$ cat src/rtl/uart_pack_assembler_if.sv
// Byte-stream and packet-field bundle between the UART receiver/transmitter and the packet assembler.
// The master side feeds received bytes; the slave side returns fields, strobes and the TX reply.
interface uart_pack_assembler_if #(
    parameter int DATA_BIT = 32
) ();
    logic [7:0]          i_data;
    logic                i_rx_done_tick;
    logic [DATA_BIT-1:0] o_output_pattern;
    logic [DATA_BIT-1:0] o_freq_pattern;
    logic [7:0]          o_ctrl;
    logic                o_pack_valid;
    logic                o_tx_start;
    logic [7:0]          o_tx_data;
    logic                o_err_timeout;

    modport master (
        output i_data, i_rx_done_tick,
        input  o_output_pattern, o_freq_pattern, o_ctrl,
        input  o_pack_valid, o_tx_start, o_tx_data, o_err_timeout
    );

    modport slave (
        input  i_data, i_rx_done_tick,
        output o_output_pattern, o_freq_pattern, o_ctrl,
        output o_pack_valid, o_tx_start, o_tx_data, o_err_timeout
    );
endinterface

$ cat src/rtl/uart_pack_assembler.sv
// Frames UART bytes into header/payload/checksum packets, latches validated fields and
// answers each packet with ACK or NAK; partial packets are dropped on inter-byte timeout.
module uart_pack_assembler #(
    parameter int         DATA_BIT    = 32,
    parameter logic [7:0] HEADER_BYTE = 8'hA5,
    parameter logic [7:0] ACK_BYTE    = 8'h06,
    parameter logic [7:0] NAK_BYTE    = 8'h15,
    parameter int         TIMEOUT_CLK = 100_000
) (
    input  logic                 clk,
    input  logic                 rst,
    uart_pack_assembler_if.slave bus
);
    localparam int NB  = DATA_BIT / 8;
    localparam int PAY = 2 * NB + 1;
    localparam int CW  = $clog2(PAY + 1);
    localparam int TW  = $clog2(TIMEOUT_CLK);
    localparam logic [CW-1:0] LAST_IDX = CW'(PAY - 1);
    localparam logic [TW-1:0] TMO_LAST = TW'(TIMEOUT_CLK - 1);

    typedef enum logic [1:0] {S_IDLE, S_PAYLOAD, S_CHECK} state_t;

    state_t              state_q, state_d;
    logic [CW-1:0]       byte_cnt_q, byte_cnt_d;
    logic [7:0]          sum_q, sum_d;
    logic [TW-1:0]       tmo_q, tmo_d;
    logic                stage_we;
    logic                accept;
    logic [PAY*8-1:0]    stage_flat;
    logic [DATA_BIT-1:0] pat_q, freq_q;
    logic [7:0]          ctrl_q;
    logic                valid_q, valid_d;
    logic                tx_start_q, tx_start_d;
    logic [7:0]          tx_data_q, tx_data_d;
    logic                err_q, err_d;

    // One staging lane per payload byte, written when the byte counter points at it.
    genvar gi;
    generate
        for (gi = 0; gi < PAY; gi++) begin : g_stage
            logic [7:0] lane_q;
            always_ff @(posedge clk) begin
                if (rst) begin
                    lane_q <= 8'h00;
                end else if (stage_we && byte_cnt_q == CW'(gi)) begin
                    lane_q <= bus.i_data;
                end
            end
            assign stage_flat[gi*8 +: 8] = lane_q;
        end
    endgenerate

    always_comb begin
        state_d    = state_q;
        byte_cnt_d = byte_cnt_q;
        sum_d      = sum_q;
        tmo_d      = tmo_q;
        stage_we   = 1'b0;
        accept     = 1'b0;
        valid_d    = 1'b0;
        tx_start_d = 1'b0;
        tx_data_d  = tx_data_q;
        err_d      = 1'b0;
        case (state_q)
            S_IDLE: begin
                tmo_d = '0;
                if (bus.i_rx_done_tick && bus.i_data == HEADER_BYTE) begin
                    state_d    = S_PAYLOAD;
                    byte_cnt_d = '0;
                    sum_d      = 8'h00;
                end
            end
            S_PAYLOAD: begin
                if (bus.i_rx_done_tick) begin
                    stage_we   = 1'b1;
                    sum_d      = sum_q + bus.i_data;
                    tmo_d      = '0;
                    byte_cnt_d = byte_cnt_q + 1'b1;
                    if (byte_cnt_q == LAST_IDX) begin
                        state_d = S_CHECK;
                    end
                end else if (tmo_q == TMO_LAST) begin
                    state_d = S_IDLE;
                    tmo_d   = '0;
                    err_d   = 1'b1;
                end else begin
                    tmo_d = tmo_q + 1'b1;
                end
            end
            S_CHECK: begin
                if (bus.i_rx_done_tick) begin
                    state_d    = S_IDLE;
                    tmo_d      = '0;
                    tx_start_d = 1'b1;
                    if (bus.i_data == sum_q) begin
                        accept    = 1'b1;
                        valid_d   = 1'b1;
                        tx_data_d = ACK_BYTE;
                    end else begin
                        tx_data_d = NAK_BYTE;
                    end
                end else if (tmo_q == TMO_LAST) begin
                    state_d = S_IDLE;
                    tmo_d   = '0;
                    err_d   = 1'b1;
                end else begin
                    tmo_d = tmo_q + 1'b1;
                end
            end
            default: state_d = S_IDLE;
        endcase
    end

    always_ff @(posedge clk) begin
        if (rst) begin
            state_q    <= S_IDLE;
            byte_cnt_q <= '0;
            sum_q      <= 8'h00;
            tmo_q      <= '0;
            pat_q      <= '0;
            freq_q     <= '0;
            ctrl_q     <= 8'h00;
            valid_q    <= 1'b0;
            tx_start_q <= 1'b0;
            tx_data_q  <= 8'h00;
            err_q      <= 1'b0;
        end else begin
            state_q    <= state_d;
            byte_cnt_q <= byte_cnt_d;
            sum_q      <= sum_d;
            tmo_q      <= tmo_d;
            valid_q    <= valid_d;
            tx_start_q <= tx_start_d;
            tx_data_q  <= tx_data_d;
            err_q      <= err_d;
            if (accept) begin
                pat_q  <= stage_flat[DATA_BIT-1:0];
                freq_q <= stage_flat[2*DATA_BIT-1:DATA_BIT];
                ctrl_q <= stage_flat[PAY*8-1 -: 8];
            end
        end
    end

    assign bus.o_output_pattern = pat_q;
    assign bus.o_freq_pattern   = freq_q;
    assign bus.o_ctrl           = ctrl_q;
    assign bus.o_pack_valid     = valid_q;
    assign bus.o_tx_start       = tx_start_q;
    assign bus.o_tx_data        = tx_data_q;
    assign bus.o_err_timeout    = err_q;
endmodule

$ cat src/flat_wrapper.sv
// flat-port wrapper written by rule: the top's interface ports become plain ports
module uart_pack_assembler_flat 
#(
    parameter int         DATA_BIT    = 32,
    parameter logic [7:0] HEADER_BYTE = 8'hA5,
    parameter logic [7:0] ACK_BYTE    = 8'h06,
    parameter logic [7:0] NAK_BYTE    = 8'h15,
    parameter int         TIMEOUT_CLK = 100_000
)
  (clk, rst, bus_i_data, bus_i_rx_done_tick, bus_o_output_pattern, bus_o_freq_pattern, bus_o_ctrl, bus_o_pack_valid, bus_o_tx_start, bus_o_tx_data, bus_o_err_timeout);
  uart_pack_assembler_if #(.DATA_BIT(DATA_BIT)) bus_i ();
  input  logic clk;
  input  logic rst;
  input wire logic [$bits(bus_i.i_data)-1:0] bus_i_data;
  input wire logic [$bits(bus_i.i_rx_done_tick)-1:0] bus_i_rx_done_tick;
  output wire logic [$bits(bus_i.o_output_pattern)-1:0] bus_o_output_pattern;
  output wire logic [$bits(bus_i.o_freq_pattern)-1:0] bus_o_freq_pattern;
  output wire logic [$bits(bus_i.o_ctrl)-1:0] bus_o_ctrl;
  output wire logic [$bits(bus_i.o_pack_valid)-1:0] bus_o_pack_valid;
  output wire logic [$bits(bus_i.o_tx_start)-1:0] bus_o_tx_start;
  output wire logic [$bits(bus_i.o_tx_data)-1:0] bus_o_tx_data;
  output wire logic [$bits(bus_i.o_err_timeout)-1:0] bus_o_err_timeout;
  assign bus_i.i_data = bus_i_data;
  assign bus_i.i_rx_done_tick = bus_i_rx_done_tick;
  assign bus_o_output_pattern = bus_i.o_output_pattern;
  assign bus_o_freq_pattern = bus_i.o_freq_pattern;
  assign bus_o_ctrl = bus_i.o_ctrl;
  assign bus_o_pack_valid = bus_i.o_pack_valid;
  assign bus_o_tx_start = bus_i.o_tx_start;
  assign bus_o_tx_data = bus_i.o_tx_data;
  assign bus_o_err_timeout = bus_i.o_err_timeout;
  uart_pack_assembler #(.DATA_BIT(DATA_BIT), .HEADER_BYTE(HEADER_BYTE), .ACK_BYTE(ACK_BYTE), .NAK_BYTE(NAK_BYTE), .TIMEOUT_CLK(TIMEOUT_CLK)) u_core (.clk(clk), .rst(rst), .bus(bus_i));
endmodule
$ cat config.mk
export PLATFORM = sky130hd
export DESIGN_NAME = uart_pack_assembler_flat
export DESIGN_NICKNAME = d
export VERILOG_FILES = /design/src/rtl/uart_pack_assembler_if.sv /design/src/rtl/uart_pack_assembler.sv /design/src/flat_wrapper.sv
export SDC_FILE = /design/constraint.sdc
export NUM_CORES = 1
export LEC_CHECK = 0
export BUFFER_PORTS_ARGS = -buffer_cell sky130_fd_sc_hd__buf_4
export CORE_MARGIN = 2
export CORE_UTILIZATION = 49
export CTS_CLUSTER_SIZE = 30
export DETAILED_ROUTE_END_ITERATION = 7
export GPL_ROUTABILITY_DRIVEN = 0
export PLACE_DENSITY = 0.79
export SLEW_MARGIN = 20
export SYNTH_ARGS = -nofsm -noshare
export SYNTH_HDL_FRONTEND = slang
export SYNTH_SLANG_ARGS = --single-unit
$ cat constraint.sdc
create_clock -name clk -period 3 [get_ports clk]
set_input_delay 0.6 -clock clk [delete_from_list [all_inputs] [get_ports clk]]
set_output_delay 0.6 -clock clk [all_outputs]
set_load 0.03 [all_outputs]
==> results.cfg <==
[routing]
routed_via_density = 5.64
dr.pass1.iters = 5
wl_per_cell_um = 16.2
postRouteAntennaNets = 0
vias = 5553
route.detailed.drc = 0
drtIter0Drc = 429
wl_um = 16000

[clock_tree]
cts_setup_buffers = 0
clock_tree.root_cell = clkbuf_16
h-tree-depth = 4
clk_path_buf_depth = 2
cts_tree = built
path_clk_slew_ps = 60
insertion_delay_ps = 430
cts-hold-fix-buffers = 0
cts.repair.resized = 0
clock-sinks = 181
cts_buffers = 17

[place]
hpwl_um = 10600
port_buffers = 89
dp_worst_setup_slack_ps = 296

[yosys]
synth_ff_type = dfxtp_1
ys_seq_area_share_pct = 52.8
yosys.area.top_type_share_pct = 52.8
syn_area_mm2 = 0.00687
synthCells = 726
ys_types = 55
yosys-top-cells-area = dfxtp_1 (53%), a22o_1 (9.2%), a21oi_1 (5.8%)
yosys_warnings = 0
synth_top_area_cell = dfxtp_1
synth_area_per_cell_um2 = 9.46
synth-seq-cells = 181
synthArstFlopShare_pct = 0
synth_edf_count = 0

[critical_path]
start_kind = input pin
worst-setup-path-type = in2reg
worst-endpoint-arrival_ps = 2620
r2r_start = u_core.sum_q[2]
r2r_setup_slack_ps = 750
critPathMaxFanout = 59
critical_path.reg2reg.endpoint = u_core.bus.o_output_pattern[16]
reg2reg_depth = 6
cp-end-kind = register
required_ps = 3320

[job]
cap_violations = 0

[worst_hold_path]
hold_path_depth = 2
hold_class = reg2reg
min_to = u_core.g_stage[2].lane_q[3]
worst_hold_startpoint = u_core.g_stage[2].lane_q[3]

[grt]
overflow = 0
antenna_found_initial = 0
grt_max_degree = 60
grt_pass1_vias = 4934
grt_usage_pct = 21.8
grt_pass1_wl_um = 25400

[sta]
setup_viol = 0
worst_clock_skew_ps = 7.78
tns_ps = 0
rsz0062_at_grt = false
drv_slew = 0
fmax_mhz = 435
min_period_ps = 2300
setup_ws_ps = 701
fin_crit_sh_pct = 76.6
worst_pin_slew_ps = 679
hold_viol_final = 0
maxSlewHeadroom_pct = 54.8

[layout]
antenna_cells = 0
syn2layout_area_growth_pct = 20.8
final_nets = 820
drive_above_1_share_pct = 17.9

[die]
die-height_um = 122
start_util_pct = 49.9
die_area_mm2 = 0.0150
design.core.area_mm2 = 0.0138
io_pins = 94
row_count = 43
die_w_um = 122

[power_and_ir_drop]
leakage_nw = 3.15
power.density_mw_per_mm2 = 590
ir_drop_mv = 0.364

[outcome]
status = finished, final reports clean
## routing by layer
layer	global-route usage, %	up-vias	share of wire [%]
li1	-	2720	-
met5	0	-	0
met2	33.9	139	47
met3	4.93	15	4.9
met4	7.47	0	1.4
met1	30.0	2679	46
## how the worst max path moves through the flow
stage                           start                         endpoint  slack, ps  cells after the start
floorplan               bus_i_data[2]             u_core.bus.o_ctrl[7]        780                      7
global placement        bus_i_data[6]  u_core.bus.o_output_pattern[11]        310                      7
detailed placement      bus_i_data[2]  u_core.bus.o_output_pattern[31]        300                      7
CTS                     bus_i_data[2]    u_core.bus.o_freq_pattern[28]        740                      7
global route        u_core.state_q[1]      u_core.g_stage[1].lane_q[0]        620                      7
finish                  bus_i_data[2]  u_core.bus.o_output_pattern[16]        700                      7
## power by group
part | total (W) | switching (W) | internal [W]
Sequential | 0.00241 | 0.00000313 | 0.00241
Clock | 0.00232 | 0.000954 | 0.00137
Combinational | 0.000163 | 0.000121 | 0.0000421
## flip-flops by register name, indices dropped and copies added, names as in the netlist
name                         cells
u_core.byte_cnt_q                4
u_core.bus.o_freq_pattern       32
u_core.bus.o_tx_data             3
u_core.sum_q                     8
u_core.bus.o_ctrl                8
u_core.bus.o_tx_start            1
u_core.g_stage.lane_q           72
u_core.bus.o_pack_valid          1
u_core.bus.o_err_timeout         1
u_core.tmo_q                    17
u_core.state_q                   2
u_core.bus.o_output_pattern     32
## layout make-up
cell class / count / area, um2
Tap cell: 180 / 225
Clock buffer: 20 / 457
Multi-Input combinational cell: 481 / 2980
Inverter: 9 / 33.8
Timing Repair Buffer: 102 / 803
Clock inverter: 12 / 168
Sequential cell: 181 / 3620
Fill cell: 1183 / 5480
## cells in the mapped netlist, drive strengths merged, types with 3 or more instances
master	instances
dfxtp	181
nand2	97
a21oi	80
nand3	74
a22o	72
nor2	39
clkbuf	35
buf	23
ha	16
xor2	15
o21ai	10
inv	9
mux2i	8
nand4	8
nand4b	5
nor4	4
xnor2	4
a21o	3
and3	3
nand3b	3
nor2b	3
nor3	3
or4b	3
## cells by family (layout without fill, tap and decap cells)
family / Yosys count / after routing / synth area share [%]
xor+xnor: 19 / 19 / 2.42
simple gates: 252 / 252 / 17.7
fa+ha+maj: 17 / 17 / 3.21
other cells: 1 / 4 / 0.0546
flops: 181 / 181 / 52.8
mux: 8 / 8 / 1.17
compound gates: 181 / 181 / 18.5
buf+inv: 67 / 143 / 4.25
## per-stage QoR
stage                     hold slack, ps  power (W)  cells  utilization (%)  area, um2
after floorplan                      436    0.00258    729                -       6880
after global routing                 470    0.00502    985             60.2       8290
after CTS                            456    0.00491    985             60.2       8290
after detailed placement             447    0.00262    953             55.7       7670
after global placement               442    0.00262    953             55.7       7670
final                                456    0.00489    985             60.2       8290
## cell usage in the layout (no fill, tap or decap), drive strengths merged, types with 2 or more instances in the layout
| cell type | synthesis | layout |
|---|---|---|
| o41ai | 2 | 2 |
| buf | 23 | 102 |
| clkbuf | 35 | 20 |
| nor3b | 2 | 2 |
| nor3 | 3 | 3 |
| clkinvlp | 0 | 4 |
| nand3 | 74 | 74 |
| o21ai | 10 | 10 |
| nor2b | 3 | 3 |
| a21oi | 80 | 80 |
| nand4 | 8 | 8 |
| or3 | 2 | 2 |
| inv | 9 | 12 |
| or4b | 3 | 3 |
| o211ai | 2 | 2 |
| conb | 1 | 4 |
| clkinv | 0 | 2 |
| dfxtp | 181 | 181 |
| nor2 | 39 | 39 |
| a21o | 3 | 3 |
| nand2 | 97 | 97 |
| xor2 | 15 | 15 |
| xnor2 | 4 | 4 |
| nand3b | 3 | 3 |
| and2 | 2 | 2 |
| and3 | 3 | 3 |
| bufinv | 0 | 3 |
| a22oi | 2 | 2 |
| ha | 16 | 16 |
| nand4b | 5 | 5 |
| nor4 | 4 | 4 |
| mux2i | 8 | 8 |
| a22o | 72 | 72 |
## worst max-delay path, stage by stage
cell     delay, ps
buf_4          170
ha_1           370
nor4_1         310
nand4_1        250
and2_2         380
buf_12         220
a22o_1         270
No activity file was read; power rests on OpenSTA's default activity.
